File: config.mk
export PLATFORM = sky130hd
export DESIGN_NAME = cook_sequencer
export DESIGN_NICKNAME = d
export VERILOG_FILES = /design/src/rtl/cook_pkg.sv /design/src/rtl/btn_edge.sv /design/src/rtl/cook_sequencer.sv
export SDC_FILE = /design/constraint.sdc
export NUM_CORES = 1
export LEC_CHECK = 0
export ABC_AREA = 0
export ABC_CLOCK_PERIOD_IN_PS = 3300
export CORE_UTILIZATION = 53
export CTS_BUF_LIST = sky130_fd_sc_hd__clkbuf_8
export DETAILED_ROUTE_END_ITERATION = 16
export PLACE_DENSITY = 0.84
export SYNTH_ARGS = -nofsm -noshare
export SYNTH_HDL_FRONTEND = slang
export SYNTH_SLANG_ARGS = --single-unit
export TNS_END_PERCENT = 5
File: constraint.sdc
create_clock -name clk -period 3.3 [get_ports clk]
set_input_delay 0.33 -clock clk [delete_from_list [all_inputs] [get_ports clk]]
set_output_delay 0.33 -clock clk [all_outputs]
set_load 0.01 [all_outputs]
File: src/rtl/cook_pkg.sv
`default_nettype none
// ============================================================================
// Module   : cook_pkg
// Purpose  : Shared state encoding, default timing constants and power helper
//            for the cook sequencer.
// Revision : 1.0 - initial release
// ============================================================================
package cook_pkg;

  localparam int MAX_SEC     = 3599;
  localparam int QUICK_SEC   = 30;
  localparam int BEEP_SEC    = 3;
  localparam int DUTY_WINDOW = 10;

  localparam int TIME_W = 12;
  localparam int PWR_W  = 4;

  typedef enum logic [2:0] {
    ST_IDLE  = 3'd0,
    ST_READY = 3'd1,
    ST_COOK  = 3'd2,
    ST_PAUSE = 3'd3,
    ST_DONE  = 3'd4
  } state_t;

  // Out-of-range power settings (0 or above 10) run at full power.
  function automatic logic [PWR_W-1:0] eff_power(input logic [PWR_W-1:0] level);
    if (level == 4'd0 || level > 4'd10) return 4'd10;
    return level;
  endfunction

endpackage
`default_nettype wire

File: src/rtl/btn_edge.sv
`default_nettype none
// ============================================================================
// Module   : btn_edge
// Purpose  : Falling-edge event detector for an active-low push button.
// Revision : 1.0 - initial release
// ============================================================================
module btn_edge (
  input  logic clk,
  input  logic rst,
  input  logic btn_n,
  output logic fall
);

  logic r_prev;
  logic r_armed;

  // A button held low through reset must be released once before it can fire.
  always_ff @(posedge clk or posedge rst) begin
    if (rst) begin
      r_prev  <= 1'b1;
      r_armed <= 1'b0;
    end else begin
      r_prev  <= btn_n;
      r_armed <= r_armed | btn_n;
    end
  end

  assign fall = r_armed & r_prev & ~btn_n;

endmodule
`default_nettype wire

File: src/rtl/cook_sequencer.sv
`default_nettype none
// ============================================================================
// Module   : cook_sequencer
// Purpose  : Microwave cook controller: load/quick-start, countdown, duty-cycled
//            magnetron, pause on door/stop, end-of-cook beep.
// Revision : 1.0 - initial release
// ============================================================================
module cook_sequencer #(
  parameter int MAX_SEC     = cook_pkg::MAX_SEC,
  parameter int QUICK_SEC   = cook_pkg::QUICK_SEC,
  parameter int BEEP_SEC    = cook_pkg::BEEP_SEC,
  parameter int DUTY_WINDOW = cook_pkg::DUTY_WINDOW
) (
  input  logic        clk,
  input  logic        rst,
  input  logic        startn,
  input  logic        stopn,
  input  logic        clearn,
  input  logic        door_closed,
  input  logic        sec_tick,
  input  logic        load_en,
  input  logic [11:0] time_set,
  input  logic [3:0]  power_level,
  output logic        mag_on,
  output logic        timer_done,
  output logic [11:0] remaining,
  output logic [2:0]  state,
  output logic        beep
);
  import cook_pkg::*;

  localparam int PHASE_W = $clog2(DUTY_WINDOW + 1);
  localparam int CNT_W   = $clog2(BEEP_SEC + 2);

  localparam logic [11:0]        C_MAX        = 12'(MAX_SEC);
  localparam logic [11:0]        C_QUICK      = 12'((QUICK_SEC > MAX_SEC) ? MAX_SEC : QUICK_SEC);
  localparam logic [PHASE_W-1:0] C_PHASE_LAST = PHASE_W'(DUTY_WINDOW - 1);
  localparam logic [CNT_W-1:0]   C_BEEP_LAST  = CNT_W'((BEEP_SEC > 0) ? BEEP_SEC - 1 : 0);

  logic w_start;
  logic w_stop;
  logic w_clear;

  state_t             r_state,     w_state_nxt;
  logic [11:0]        r_remaining, w_rem_nxt;
  logic [PHASE_W-1:0] r_phase,     w_phase_nxt;
  logic [CNT_W-1:0]   r_beep_cnt,  w_cnt_nxt;
  logic               r_mag_q,     w_mag_nxt;
  logic               r_timer_done, w_done_nxt;

  btn_edge u_start (.clk(clk), .rst(rst), .btn_n(startn), .fall(w_start));
  btn_edge u_stop  (.clk(clk), .rst(rst), .btn_n(stopn),  .fall(w_stop));
  btn_edge u_clear (.clk(clk), .rst(rst), .btn_n(clearn), .fall(w_clear));

  always_comb begin
    w_state_nxt = r_state;
    w_rem_nxt   = r_remaining;
    w_phase_nxt = r_phase;
    w_cnt_nxt   = r_beep_cnt;
    w_done_nxt  = 1'b0;

    if (w_clear) begin
      w_state_nxt = ST_IDLE;
      w_rem_nxt   = '0;
      w_phase_nxt = '0;
      w_cnt_nxt   = '0;
    end else if (w_stop && (r_state inside {ST_COOK, ST_READY, ST_PAUSE})) begin
      if (r_state == ST_COOK) begin
        w_state_nxt = ST_PAUSE;
      end else begin
        w_state_nxt = ST_IDLE;
        w_rem_nxt   = '0;
      end
    end else if (!door_closed && r_state == ST_COOK) begin
      w_state_nxt = ST_PAUSE;
    end else if (w_start && door_closed && (r_state inside {ST_IDLE, ST_READY, ST_PAUSE})) begin
      w_state_nxt = ST_COOK;
      // Resuming from PAUSE keeps the duty phase where it stopped.
      if (r_state != ST_PAUSE) w_phase_nxt = '0;
      if (r_state == ST_IDLE)  w_rem_nxt   = C_QUICK;
    end else if (load_en && (r_state inside {ST_IDLE, ST_READY})) begin
      if (time_set == '0) begin
        w_state_nxt = ST_IDLE;
        w_rem_nxt   = '0;
      end else begin
        w_state_nxt = ST_READY;
        w_rem_nxt   = (time_set > C_MAX) ? C_MAX : time_set;
      end
    end else if (sec_tick) begin
      case (r_state)
        ST_COOK: begin
          w_phase_nxt = (r_phase >= C_PHASE_LAST) ? '0 : r_phase + PHASE_W'(1);
          if (r_remaining <= 12'd1) begin
            w_rem_nxt   = '0;
            w_state_nxt = ST_DONE;
            w_done_nxt  = 1'b1;
            w_cnt_nxt   = '0;
          end else begin
            w_rem_nxt = r_remaining - 12'd1;
          end
        end
        ST_DONE: begin
          if (r_beep_cnt >= C_BEEP_LAST) begin
            w_state_nxt = ST_IDLE;
            w_cnt_nxt   = '0;
          end else begin
            w_cnt_nxt = r_beep_cnt + CNT_W'(1);
          end
        end
        default: ;
      endcase
    end

    w_mag_nxt = (w_state_nxt == ST_COOK) &&
                (int'(w_phase_nxt) < int'(eff_power(power_level)));
  end

  always_ff @(posedge clk or posedge rst) begin
    if (rst) begin
      r_state      <= ST_IDLE;
      r_remaining  <= '0;
      r_phase      <= '0;
      r_beep_cnt   <= '0;
      r_mag_q      <= 1'b0;
      r_timer_done <= 1'b0;
    end else begin
      r_state      <= w_state_nxt;
      r_remaining  <= w_rem_nxt;
      r_phase      <= w_phase_nxt;
      r_beep_cnt   <= w_cnt_nxt;
      r_mag_q      <= w_mag_nxt;
      r_timer_done <= w_done_nxt;
    end
  end

  // Door interlock acts without waiting for a clock edge.
  assign mag_on     = r_mag_q & door_closed;
  assign timer_done = r_timer_done;
  assign remaining  = r_remaining;
  assign state      = r_state;
  assign beep       = (r_state == ST_DONE);

endmodule
`default_nettype wire

# ---- After elaboration in Yosys (flattened, before gate mapping)
# Index checks and enable logic that the tools add are counted.
dict set report totals {
  ff_bits 30
  input_bits 24
  word_cells 120
}
dict set report classes {
  n_addsub 3
  n_lt_le_gt_ge 6
  n_eq_ne 14
  mux 52
  bitwise 13
  reduce_logical 20
}
# op n
set ops {}
lappend ops {{12-bit two-way mux} 12}
lappend ops {{3-bit two-way mux} 16}
lappend ops {{4-bit two-way mux} 11}
lappend ops {{12-bit > comparator, second input constant} 1}
lappend ops {{12-bit by 1-bit less-or-equal comparator with 1-bit output, second input constant} 1}
lappend ops {{12-bit zero test} 1}
lappend ops {{3-bit one-hot mux with 2 select lines} 2}
lappend ops {{12-bit by 1-bit subtractor with 12-bit output, second input constant} 1}
lappend ops {{1-bit two-way mux} 10}
lappend ops {{5-bit nonzero test} 2}
lappend ops {{3-bit by 2-bit == test with 1-bit output, second input constant} 3}
lappend ops {{3-bit by 2-bit != test with 1-bit output, second input constant} 3}
lappend ops {{3-bit nonzero test} 3}
lappend ops {{2-bit by 1-bit != test with 1-bit output, second input constant} 4}
lappend ops {{1-bit AND} 7}
lappend ops {{7-bit AND reduction} 1}
lappend ops {{1-bit logical AND} 6}
lappend ops {{5-bit AND reduction} 1}
lappend ops {{4-bit by 1-bit adder with 4-bit output, second input constant} 1}
lappend ops {{4-bit greater-or-equal comparator, second input constant} 1}
lappend ops {{4-bit > comparator, second input constant} 1}
lappend ops {{4-bit zero test} 1}
lappend ops {{4-bit < comparator} 1}
lappend ops {{4-bit by 3-bit != test with 1-bit output, second input constant} 1}
lappend ops {{12 further kinds} 17}

# ---- Logic depth before layout (Yosys ltp)
dict set report depth {
  depth_word 11
  mapped_depth 12
}

# ---- Modules after synthesis
# From an unflattened synthesis, not the netlist that was laid out.
dict set report unflattened {
  hier_cells 240
  area_unflattened_um2 2219.6
}
# mod instances cells_per_inst area_per_inst_um2 seq_area_each_um2
set modules_own_cells {}
lappend modules_own_cells {cook_sequencer 1 225 2005.7 600.6}
lappend modules_own_cells {btn_edge 3 5 71.3 51.3}

# ---- Worst setup path after synthesis
# Ideal clock, no wire load.
dict set report synth_path {
  path_kind {register -> register}
  start {register r_state[0] (netlist: state[0])}
  end {register r_mag_q}
  arrival_ns 2.499
  path_slack_ns 0.690
  stages_incl_launch_ff 13
  path_buffers 2
  synth_period_minus_slack_ns 2.610
  cell_sequence {dfrtp_1 -> buf_2 -> nor2b_1 -> or3_1 -> clkbuf_1 -> nand2_1 -> a21o_1 -> a21oi_1 -> ha_1 -> o211a_1 -> nand2_1 -> nand4b_1 -> a2111oi_2}
}
dict set report synth_between {
  elab_chain_len 10
  word_cells_on_any_way 34
}
# item line
set synth_rtl {}
lappend synth_rtl {{start: declaration} cook_sequencer.sv:44} ;# state_t r_state, w_state_nxt;
lappend synth_rtl {{start signal: assignment} cook_sequencer.sv:127} ;# r_state <= w_state_nxt;
lappend synth_rtl {{3-bit by 2-bit == test with 1-bit output (tied with other cells)} {cook_sequencer.sv:67, cook_sequencer.sv:74, cook_sequencer.sv:90}}
lappend synth_rtl {{4-bit two-way mux / 2-bit nonzero test (equally long branches)} {cook_sequencer.sv:90, cook_sequencer.sv:81}}
lappend synth_rtl {{4-bit two-way mux / 1-bit logical AND (equally long branches)} {cook_sequencer.sv:89, cook_sequencer.sv:81}}
lappend synth_rtl {{4-bit two-way mux} cook_sequencer.sv:81} ;# end else if (load_en && (r_state inside {ST_IDLE, ST_READY})) begin
lappend synth_rtl {{4-bit two-way mux} cook_sequencer.sv:76} ;# end else if (w_start && door_closed && (r_state inside {ST_IDLE, ST_READY, ST_PAUSE})) begin
lappend synth_rtl {{4-bit two-way mux} cook_sequencer.sv:74} ;# end else if (!door_closed && r_state == ST_COOK) begin
lappend synth_rtl {{4-bit two-way mux (*)} cook_sequencer.sv:67} ;# end else if (w_stop && (r_state inside {ST_COOK, ST_READY, ST_PAUSE})) begin
lappend synth_rtl {{4-bit two-way mux (*)} cook_sequencer.sv:62} ;# if (w_clear) begin
lappend synth_rtl {{named net w_phase_nxt[1]} cook_sequencer.sv:46} ;# logic [PHASE_W-1:0] r_phase, w_phase_nxt;
lappend synth_rtl {{4-bit < comparator (*)} cook_sequencer.sv:115} ;# (int'(w_phase_nxt) < int'(eff_power(power_level)));
lappend synth_rtl {{1-bit logical AND (*)} cook_sequencer.sv:114} ;# w_mag_nxt = (w_state_nxt == ST_COOK) &&
lappend synth_rtl {{named net w_mag_nxt} cook_sequencer.sv:48} ;# logic r_mag_q, w_mag_nxt;
lappend synth_rtl {{end signal: assignment} cook_sequencer.sv:131} ;# r_mag_q <= w_mag_nxt;
lappend synth_rtl {{end: declaration} cook_sequencer.sv:48}
# Mark *: on every way through the listed nets, which the timed path passes. The rest lies on a longest branch.
# A chain may end at the register's enable or synchronous reset.

# ---- Worst setup path after layout
dict set report layout_path {
  start {input port stopn}
  end {register r_mag_q}
}
dict set report layout_between {
  elab_chain_len 7
  word_cells_on_any_way 10
}
# item line
set layout_rtl {}
lappend layout_rtl {{start: declaration} cook_sequencer.sv:17} ;# input logic stopn,
lappend layout_rtl {{1-bit NOT} btn_edge.sv:28} ;# assign fall = r_armed & r_prev & ~btn_n;
lappend layout_rtl {{1-bit AND} btn_edge.sv:28}
lappend layout_rtl {{1-bit logical AND} cook_sequencer.sv:67}
lappend layout_rtl {{4-bit two-way mux} cook_sequencer.sv:67}
lappend layout_rtl {{4-bit two-way mux} cook_sequencer.sv:62}
lappend layout_rtl {{named net w_phase_nxt[1]} cook_sequencer.sv:46}
lappend layout_rtl {{4-bit < comparator} cook_sequencer.sv:115}
lappend layout_rtl {{1-bit logical AND} cook_sequencer.sv:114}
lappend layout_rtl {{named net w_mag_nxt} cook_sequencer.sv:48}
# The timed path passes the listed nets, and every way through them passes these cells.

==> results.txt <==
The required time reported for the critical path endpoint is 3.48 ns. In the layout the commonest cells are 41 x clkdlybuf4s50_1, 27 x dfrtp_1, 22 x nand2_1. The number of hold buffers added after CTS was 0.

The clock tree from TritonCTS is done. The standard cell core area came out at 0.00369 mm². The count of H-tree levels built during CTS came out at 2. VDD sags by at most slightly below 300 µV. The power per cell area is about 700 mW/mm². The data arrival at the endpoint of the critical path is between 3 and 4 ns.

The initial utilization of the core area, before any placement, comes to between 50% and 60%. Summing internal, switching and leakage power gives 1890 µW. The number of buffer cells added on primary ports came out at approximately 40. For this run, the number of Yosys warnings is 0. Based on the critical path, the design can be clocked at up to around 0.35 GHz.

The max-slew violation count is 0. The post-synthesis instance area came out at 0.00207 mm². The detailed router placed roughly 2000 vias in this run. For this block, the initial DRC count from the detailed router was 122.

The total setup violations reported at the end of the flow came out at 0. The via count of the first global-routing pass is 1891. The vertical extent of the die is 64.5 µm.

In this run, the clock network consumes 16.6% of the power. In this run the clock root is driven by a clkbuf_8. Sequential elements use approximately 36% of the synthesized area.

Gates resized during post-CTS repair numbered 0. The total routing usage reported by global routing came out at between 20% and 30%. In the final routed layout, each cell accounts on average for ~16 µm.

The horizontal die dimension is 64.5 µm. The number of antenna repair diodes is 0. The share of total power dissipated in sequential elements is a little under a third.

Clock skew on the completed layout was measured at about 0.0055 ns. In this run the remaining antenna-violating nets after routing total 0. Combinational logic burns between 50 and 60% of the power.

The internal power is 1080 µW. The synthesized area per cell came out at 8.84 µm². The count of cells along the worst register-to-register path is 10. The floorplan has 22 rows.

The kind of start point of the critical path is an input pin. The longest individual stage delay on the worst path came out at 0.44 ns. The critical path goes through clkdlybuf4s50_1 -> nand3b_1 -> a211oi_1 -> o21ai_0 -> a21o_1 -> a21oi_1 -> ha_1 -> o211a_1 -> nand2_1 -> nand4b_1 -> a2111oi_2. The post-detailed-route DRC marker count is 0. The post-synthesis to final-layout area growth is 27.5%. The count of TritonRoute iterations in the first routing pass came out at 4. The clock transition at the register clock pins on the worst setup and hold paths after CTS came out at ~0.070 ns. The number of top-level pins is 42. The gate count after technology mapping came out at roughly 230. The final net count came out at 312. The critical path crosses 11 cells after its start point. Summed over all failing endpoints, the final setup total negative slack is 0 ns. The synthesized netlist net count came out at approximately 270.

The leakage power is around 0.0011 µW. The clock latency on the worst-skew pair came out at around 0.29 ns. Final hold analysis gives a worst-case slack of roughly 0.48 ns. The number of cells on the worst hold path is 1. Across the run, the number of max-cap violations was 0. The number of clock buffers added by TritonCTS is 5. The library cell contributing the largest single delay on the critical path is clkdlybuf4s50_1. The max-slew headroom at the worst pin is 25.3%. The setup slack after layout is between 0.4 and 0.5 ns. The final clock period utilization by the worst path is between 80% and 90%. The smallest clock period supported by the final layout is computed as between 2 and 3 ns.

Net switching is between 40% and 50% of the power. The first-pass GRT wire length is approximately 8.6 mm. The net switching power figure came out at between 800 and 900 µW. Synthesis instantiated 57 different standard cells from the library. The min-delay analysis places its worst path in the category in -> reg. The via density per instance is ~6. The floorplan step defined a die boundary enclosing about 0.0042 mm². Detailed placement finished with a half-perimeter wire length of 3.86 mm. The TritonCTS sink count is 30. The weighted congestion reported at the end of routability-driven placement is a little under 1.

The initial antenna violation count came out at 0. The amount of wire on met2 after detailed routing is about 2.5 mm. After detailed routing, the wire length on met1 is approximately 2.2 mm. The cell class contributing the biggest share of worst-path delay is compound AO/OA/AOI/OAI gates. The share of async-settable or async-resettable flops after synthesis came out at 100%. The register-to-register setup slack came out at 0.51 ns. The count of flip-flops with a built-in enable after synthesis is 0. The hold violation count in the final report came out at 0. The number of standard cells in the final layout excluding fillers came out at ~330. The detailed-route wire length came out at between 5 and 6 mm.

The most common library cell in the layout ignoring fill and taps is clkdlybuf4s50_1. The proportion of layout cells with a drive suffix above 1 came out at a little under an eighth. The run finished with clean final reports. The highest metal layer carrying signal wires in the routed design is met4. STA classifies the critical path endpoint as a register. Entering global routing, the biggest net connects 31 pins. The number of buffers inserted to repair setup after CTS came out at 0. Along the worst path, the maximum fanout reaches 7. The total congestion overflow is 0. Among all flip-flop cells after synthesis, the most frequent one is dfrtp_1. The transition time at the pin with the least slew margin is approximately 1.1 ns. Including well taps, the total number of placed cells is 320.

The combined buffer and inverter count along the critical path came out at 1. Setup repair after global routing left no endpoint under its margin. OpenSTA, run right after detailed placement, puts the worst setup slack at 0.244 ns.

The start-to-end type of the worst setup path is in -> reg. The detailed route wirelength on metal3 is 301 µm. The maximum clock insertion buffer count is 2.

Counting flops and latches in the post-synthesis netlist gives 30.
## layer usage
layer | global-route usage (%) | vias up
met5 | 0 | -
met4 | 13.3 | 0
met3 | 6.51 | 7
met2 | 44.2 | 80
met1 | 34.1 | 954
li1 | - | 972
## stage by stage
step                      util [%]  cell area (µm²)
final                         71.5             2640
after global routing          71.5             2640
after CTS                     71.5             2640
after detailed placement      68.9             2540
after global placement        68.9             2540
after floorplan                  -             2070
## final timing paths
| check | startpoint | end |
|---|---|---|
| hold / removal | startn | u_start.r_prev$_DFF_PP1_ |
| setup / recovery | stopn | r_mag_q$_DFF_PP0_ |
| min in group asynchronous | rst | remaining[4]$_DFFE_PP0P_ |
| max in group asynchronous | rst | u_clear.r_prev$_DFF_PP1_ |
| hold reg to reg | u_stop.r_armed$_DFF_PP0_ | u_stop.r_armed$_DFF_PP0_ |
| setup reg to reg | state[0]$_DFF_PP0_ | r_mag_q$_DFF_PP0_ |
## power by group through the flow
| stage | Clock [µW] | Sequential, µW | Combinational (µW) |
|---|---|---|---|
| floorplan | 0 | 558 | 687 |
| global placement | 0 | 573 | 978 |
| detailed placement | 0 | 574 | 994 |
| CTS | 317 | 568 | 1000 |
| global route | 339 | 583 | 1110 |
| finish | 314 | 569 | 1010 |
## flip-flops by register name, indices dropped and copies added (netlist names)
| register | count |
|---|---|
| remaining | 12 |
| r_mag_q | 1 |
| r_beep_cnt | 3 |
| r_phase | 4 |
| u_stop.r_prev | 1 |
| state | 3 |
| u_clear.r_armed | 1 |
| timer_done | 1 |
| u_start.r_armed | 1 |
| u_clear.r_prev | 1 |
| u_stop.r_armed | 1 |
| u_start.r_prev | 1 |
## cell type report
class / count / area, µm²
fill: 305 / 1050
clock buffer: 6 / 82.6
multi-input combinational: 182 / 1220
timing repair buffer: 47 / 455
tap: 48 / 60.1
sequential: 30 / 754
inverter: 13 / 48.8
clock inverter: 2 / 12.5
## synth_stat cells, drive strengths merged (2+ instances only)
master   count  area (µm²)
a22oi        5        37.5
xnor2        2        17.5
a211o        2        17.5
nor4         6        43.8
nand3        4        20.0
nor2        14        52.6
nor3        10        50.1
a2111oi      2        23.8
nand3b       5        37.5
o211a        2        20.0
nor4b        2        17.5
nand4        3        18.8
o211ai       4        30.0
o22ai        4        25.0
dfstp        3        78.8
clkbuf       4        15.0
nor2b        2        12.5
a211oi       2        15.0
inv         13        48.8
o21a         2        15.0
nand2       22        82.6
a21o         2        15.0
dfrtp       27         676
nor3b        4        40.0
o21ai       15        75.1
buf          5        27.5
o31ai        3        22.5
or3          5        31.3
o41ai        2        25.0
and2         3        18.8
a31oi        8        50.1
nand2b       3        18.8
a21oi       12        60.1
or3b         2        17.5
or2          4        25.0
ha           9         113
nand4b       3        32.5
mux2         2        22.5
## cells by family (layout without fill, tap and decap cells)
group           after synthesis  after routing  synth area share [%]
simple gates                 94             94                  26.1
fa+ha+maj                     9              9                  5.44
compound gates               73             73                  24.7
mux                           3              3                  1.57
xor+xnor                      3              3                  1.27
flops                        30             30                  36.5
buf+inv                      22             68                  4.42
(Power assumes the default switching activity.)
